`config.mk`:
```
export PLATFORM = sky130hd
export DESIGN_NAME = ysyx_23060062_ifu_prefetch
export DESIGN_NICKNAME = d
export VERILOG_FILES = /design/src/rtl/ysyx_23060062_ifu_prefetch.sv
export SDC_FILE = /design/constraint.sdc
export NUM_CORES = 1
export LEC_CHECK = 0
export BUFFER_PORTS_ARGS = -buffer_cell sky130_fd_sc_hd__buf_2
export CORE_MARGIN = 1
export CORE_UTILIZATION = 60
export CTS_BUF_LIST = sky130_fd_sc_hd__clkbuf_4 sky130_fd_sc_hd__clkbuf_8
export DETAILED_ROUTE_END_ITERATION = 8
export PLACE_DENSITY = 0.83
export SLEW_MARGIN = 20
export SYNTH_ARGS = -nofsm -noshare
export SYNTH_HDL_FRONTEND = slang
export SYNTH_SLANG_ARGS = --single-unit
export TNS_END_PERCENT = 100
```
`constraint.sdc`:
```
create_clock -name clk -period 15.7 [get_ports clk]
set_input_delay 3.925 -clock clk [delete_from_list [all_inputs] [get_ports clk]]
set_output_delay 3.925 -clock clk [all_outputs]
set_load 0.01 [all_outputs]
```
`src/rtl/ysyx_23060062_ifu_prefetch.sv`:
```
// ysyx_23060062_ifu_prefetch: credit-controlled prefetching instruction fetch unit.
// Issues pipelined word reads and queues in-order responses with their PCs for decode.
module ysyx_23060062_ifu_prefetch #(
    parameter int unsigned     XLEN     = 32,
    parameter logic [XLEN-1:0] RESET_PC = 32'h8000_0000,
    parameter int unsigned     DEPTH    = 4
) (
    input  logic            clk,
    input  logic            rst,
    output logic            mem_req,
    output logic [XLEN-1:0] mem_addr,
    input  logic            mem_gnt,
    input  logic            mem_rvalid,
    input  logic [XLEN-1:0] mem_rdata,
    input  logic            mem_err,
    input  logic            redirect_valid,
    input  logic [XLEN-1:0] redirect_pc,
    output logic            inst_valid,
    input  logic            inst_ready,
    output logic [XLEN-1:0] inst,
    output logic [XLEN-1:0] inst_pc,
    output logic            inst_err,
    output logic            busy
);
    localparam int unsigned     CW   = $clog2(DEPTH + 1);
    localparam int unsigned     PW   = $clog2(DEPTH);
    localparam logic [CW:0]     CAP  = (CW + 1)'(DEPTH);
    localparam logic [XLEN-1:0] STEP = XLEN'(4);

    typedef enum logic [1:0] {IDLE, RUN, DRAIN} state_e;

    state_e          state_q, state_d;
    logic [XLEN-1:0] fetch_pc_q, fetch_pc_d, resp_pc_q, resp_pc_d, hold_addr_q, target;
    logic            hold_q, hold_d;
    logic [CW-1:0]   outs_q, outs_d, disc_q, disc_d, occ_q, occ_d;
    logic [PW-1:0]   rd_q, wr_q;
    logic [XLEN-1:0] data_q [DEPTH];
    logic [XLEN-1:0] pcs_q [DEPTH];
    logic [DEPTH-1:0] err_q;
    logic            issue, grant, resp, redir, push, pop;

    // A raised request is held (address included) until granted, whatever else happens.
    always_comb begin
        issue      = state_q == RUN && !hold_q && ({1'b0, occ_q} + {1'b0, outs_q}) < CAP;
        mem_req    = hold_q || issue;
        mem_addr   = hold_q ? hold_addr_q : fetch_pc_q;
        grant      = mem_req && mem_gnt;
        resp       = mem_rvalid && outs_q != '0;
        redir      = redirect_valid && state_q != IDLE;
        push       = resp && !redir && disc_q == '0;
        pop        = inst_valid && inst_ready;
        target     = {redirect_pc[XLEN-1:2], 2'b00};
        hold_d     = mem_req && !mem_gnt;
        outs_d     = outs_q + CW'(grant) - CW'(resp);
        disc_d     = redir && state_q == RUN ? outs_d + CW'(hold_d) : disc_q - CW'(resp && disc_q != '0);
        fetch_pc_d = redir ? target : grant && state_q == RUN ? fetch_pc_q + STEP : fetch_pc_q;
        resp_pc_d  = redir ? target : push ? resp_pc_q + STEP : resp_pc_q;
        occ_d      = redir ? '0 : occ_q + CW'(push) - CW'(pop);
        state_d    = state_q == IDLE ? RUN :
                     (state_q == DRAIN || redir) && (disc_d != '0 || hold_d) ? DRAIN : RUN;
    end

    always_ff @(posedge clk) begin
        if (rst) begin
            state_q     <= IDLE;
            fetch_pc_q  <= RESET_PC;
            resp_pc_q   <= RESET_PC;
            hold_addr_q <= RESET_PC;
            hold_q      <= 1'b0;
            outs_q      <= '0;
            disc_q      <= '0;
            occ_q       <= '0;
            rd_q        <= '0;
            wr_q        <= '0;
        end else begin
            state_q     <= state_d;
            fetch_pc_q  <= fetch_pc_d;
            resp_pc_q   <= resp_pc_d;
            hold_addr_q <= mem_addr;
            hold_q      <= hold_d;
            outs_q      <= outs_d;
            disc_q      <= disc_d;
            occ_q       <= occ_d;
            rd_q        <= redir ? '0 : rd_q + PW'(pop);
            wr_q        <= redir ? '0 : wr_q + PW'(push);
        end
    end

    always_ff @(posedge clk) begin
        if (push) begin
            data_q[wr_q] <= mem_rdata;
            pcs_q[wr_q]  <= resp_pc_q;
            err_q[wr_q]  <= mem_err;
        end
    end

    assign inst_valid = occ_q != '0;
    assign inst       = inst_valid ? data_q[rd_q] : '0;
    assign inst_pc    = inst_valid ? pcs_q[rd_q] : '0;
    assign inst_err   = inst_valid && err_q[rd_q];
    assign busy       = outs_q != '0 || state_q == DRAIN;
endmodule

```
==> reports/metrics.yaml <==
critical_path_required_ps: 11770
finalCritPeriodShare_pct: 43.44
overflow: 0
status: "completed"
wl_per_cell_um: 18.65
synth_cell_types: 61
gp_congestion: 0.8589
final_common_cell: "edfxtp_1"
finClkSkew_ps: 20.47
drt-met1-wl_um: 12580
first_pass_iters: 5
synth_largest_area_cell: "edfxtp_1"
nNetsFinal: 1320
clk_pin_slew_ps: 60
relSlewSlack_pct: 37.83
synthArstFlopShare_pct: 0
tightestPinTransition_ps: 932.6
antenna_cells: 0
cts_setup_buffers: 0
dp_cells: 1502
tns_ps: 0
grt_pass1_vias: 9345
drc: 0
routed_wl_um: 29800
via_per_inst: 5.936
portBuffers: 166
cp_max_fo: 41
postSynthAreaPerCell_um2: 14.29
cts_max_path_buffers: 3
path_class: "register to output pin"
maxCapViolations: 0
cts_tree: "yes"
coreArea_um2: 24600
ys_seq_area_share_pct: 64.05
synth_area_leaders: "edfxtp_1, dfxtp_1, mux4_2"
crit_slowest_cell: "buf_4"
synth_cells: 1063
vias: 9486
final.min_clock_period_ps: 6821
fin_cells: 1598
chipWidth_um: 161.1
start_util_pct: 61.73
critPathCaptureType: "output pin"
hpwl_um: 18280
setup_viol: 0
grt_usage_pct: 23.27
syn2layout_area_growth_pct: 14.03
highest_layer: "met4"
rows: 57
slew_violations: 0
grt_pass1_wl_um: 47530
synth_seq_cells: 360
synth_edf_count: 252
cp_cell_sequence: "buf_4 -> mux4_2 -> and2_1 -> buf_2"
cts_resized: 0
clkLatencyLatePin_ps: 560
die-area_um2: 25960
nFillCells: 1682
final_cell_mix: "edfxtp_1, buf_2, dfxtp_1, and2_1, mux4_2"
drive_gt1_share_pct: 28.73
rsz0062_at_grt: "false"
max_freq_mhz: 146.6
drt_iter0_drc: 691
synth_top_area_share_pct: 49.82
hold_buffers: 0
ios: 171
ys_warn_count: 0
ir_drop_uv: 95.17
root_buffer: "clkbuf_8"
hold_viol: 0
clock_sinks: 360
grt_max_degree: 82
netlist_area_um2: 15190
antenna_found_initial: 0
power.leakage_nw: 6.145
p_per_area_nw_per_um2: 156.6
numCtsBuffers: 53
hold_class: "register to register"
total_power_mw: 2.713
wl_met3_um: 2251
cp-start-kind: "register"
ant_nets: 0
cts_max_level: 2
wl_met2_um: 14440
max_stage_delay_ps: 750
cp.arrival_ps: 2900
die_height_um: 161.1
synth-main-ff-cell: "edfxtp_1"
## report_power, final
group	leakage, nW	internal (mW)	switching (mW)
Sequential	3.19	1.15	0.107
Combinational	2.43	0.339	0.403
Clock	0.532	0.381	0.331
## metrics by stage
step | worst slack, ps | utilization, % | hold WS [ps] | instance area (um2)
global placement | 9029 | 66.25 | 482.6 | 16300
CTS | 8735 | 70.38 | 544.6 | 17320
detailed placement | 8976 | 66.25 | 517.7 | 16300
floorplan | 5946 | - | 458.3 | 15190
finish | 8879 | 70.39 | 546.6 | 17320
global route | 8624 | 70.39 | 567.2 | 17320
## cells by family after synthesis
family | after synthesis | synth area share, %
AND/OR/NAND/NOR | 350 | 13.14
other | 1 | 0.02469
XOR/XNOR | 15 | 0.9637
buffers and inverters | 86 | 2.232
AO/OA/AOI/OAI | 144 | 6.755
adder cells (fa/ha/maj) | 16 | 1.417
multiplexers | 91 | 11.42
flip-flops | 360 | 64.05
## Yosys cell counts (all sizes together), types with 19 or more instances
library cell,count
and2,78
clkbuf,51
dfxtp,108
edfxtp,252
inv,21
mux2,28
mux4,63
nand2,45
nand3,25
nand4,25
nor2,40
nor2b,33
nor3,20
o21ai,21
o21bai,19
or3,23
## final timing paths
kind         slack, ps           from       endpoint  cells past startpoint
max               8880        rd_q[0]       inst[11]                      4
min                550  fetch_pc_q[3]  fetch_pc_q[3]                      2
max reg2reg      12070      outs_q[2]     state_q[0]                     13
min reg2reg        550  fetch_pc_q[3]  fetch_pc_q[3]                      2
## critical path: cells and delay by family (launching register included)
family	cells	cell delay, ps
flip-flops	1	650
buffers and inverters	2	890
multiplexers	1	600
AND/OR/NAND/NOR	1	180
## sequential cells by signal (all words and copies together) (netlist names)
name and flops:
data_q 128, disc_q 3, err_q 4, fetch_pc_q 30, hold_addr_q 32, hold_q 1
occ_q 3, outs_q 3, pcs_q 120, rd_q 2, resp_pc_q 30, state_q 2
wr_q 2
## final cells by class
cell class	count	area, um2	area share, %
timing repair buffer	179	928.4	5.360
multi-input combinational	618	5157	29.78
inverter	21	78.83	0.4551
tap	324	405.4	2.341
clock buffer	73	885.9	5.114
sequential	360	9734	56.20
clock inverter	23	130.1	0.7513
## routing by layer
| layer | vias up | GRT usage (%) |
|---|---|---|
| met3 | 43 | 4.366 |
| met2 | 383 | 38.15 |
| met4 | 0 | 7.033 |
| li1 | 4484 | - |
| met1 | 4576 | 31.86 |
| met5 | - | 0 |
Power figures use the tool's default switching activity.
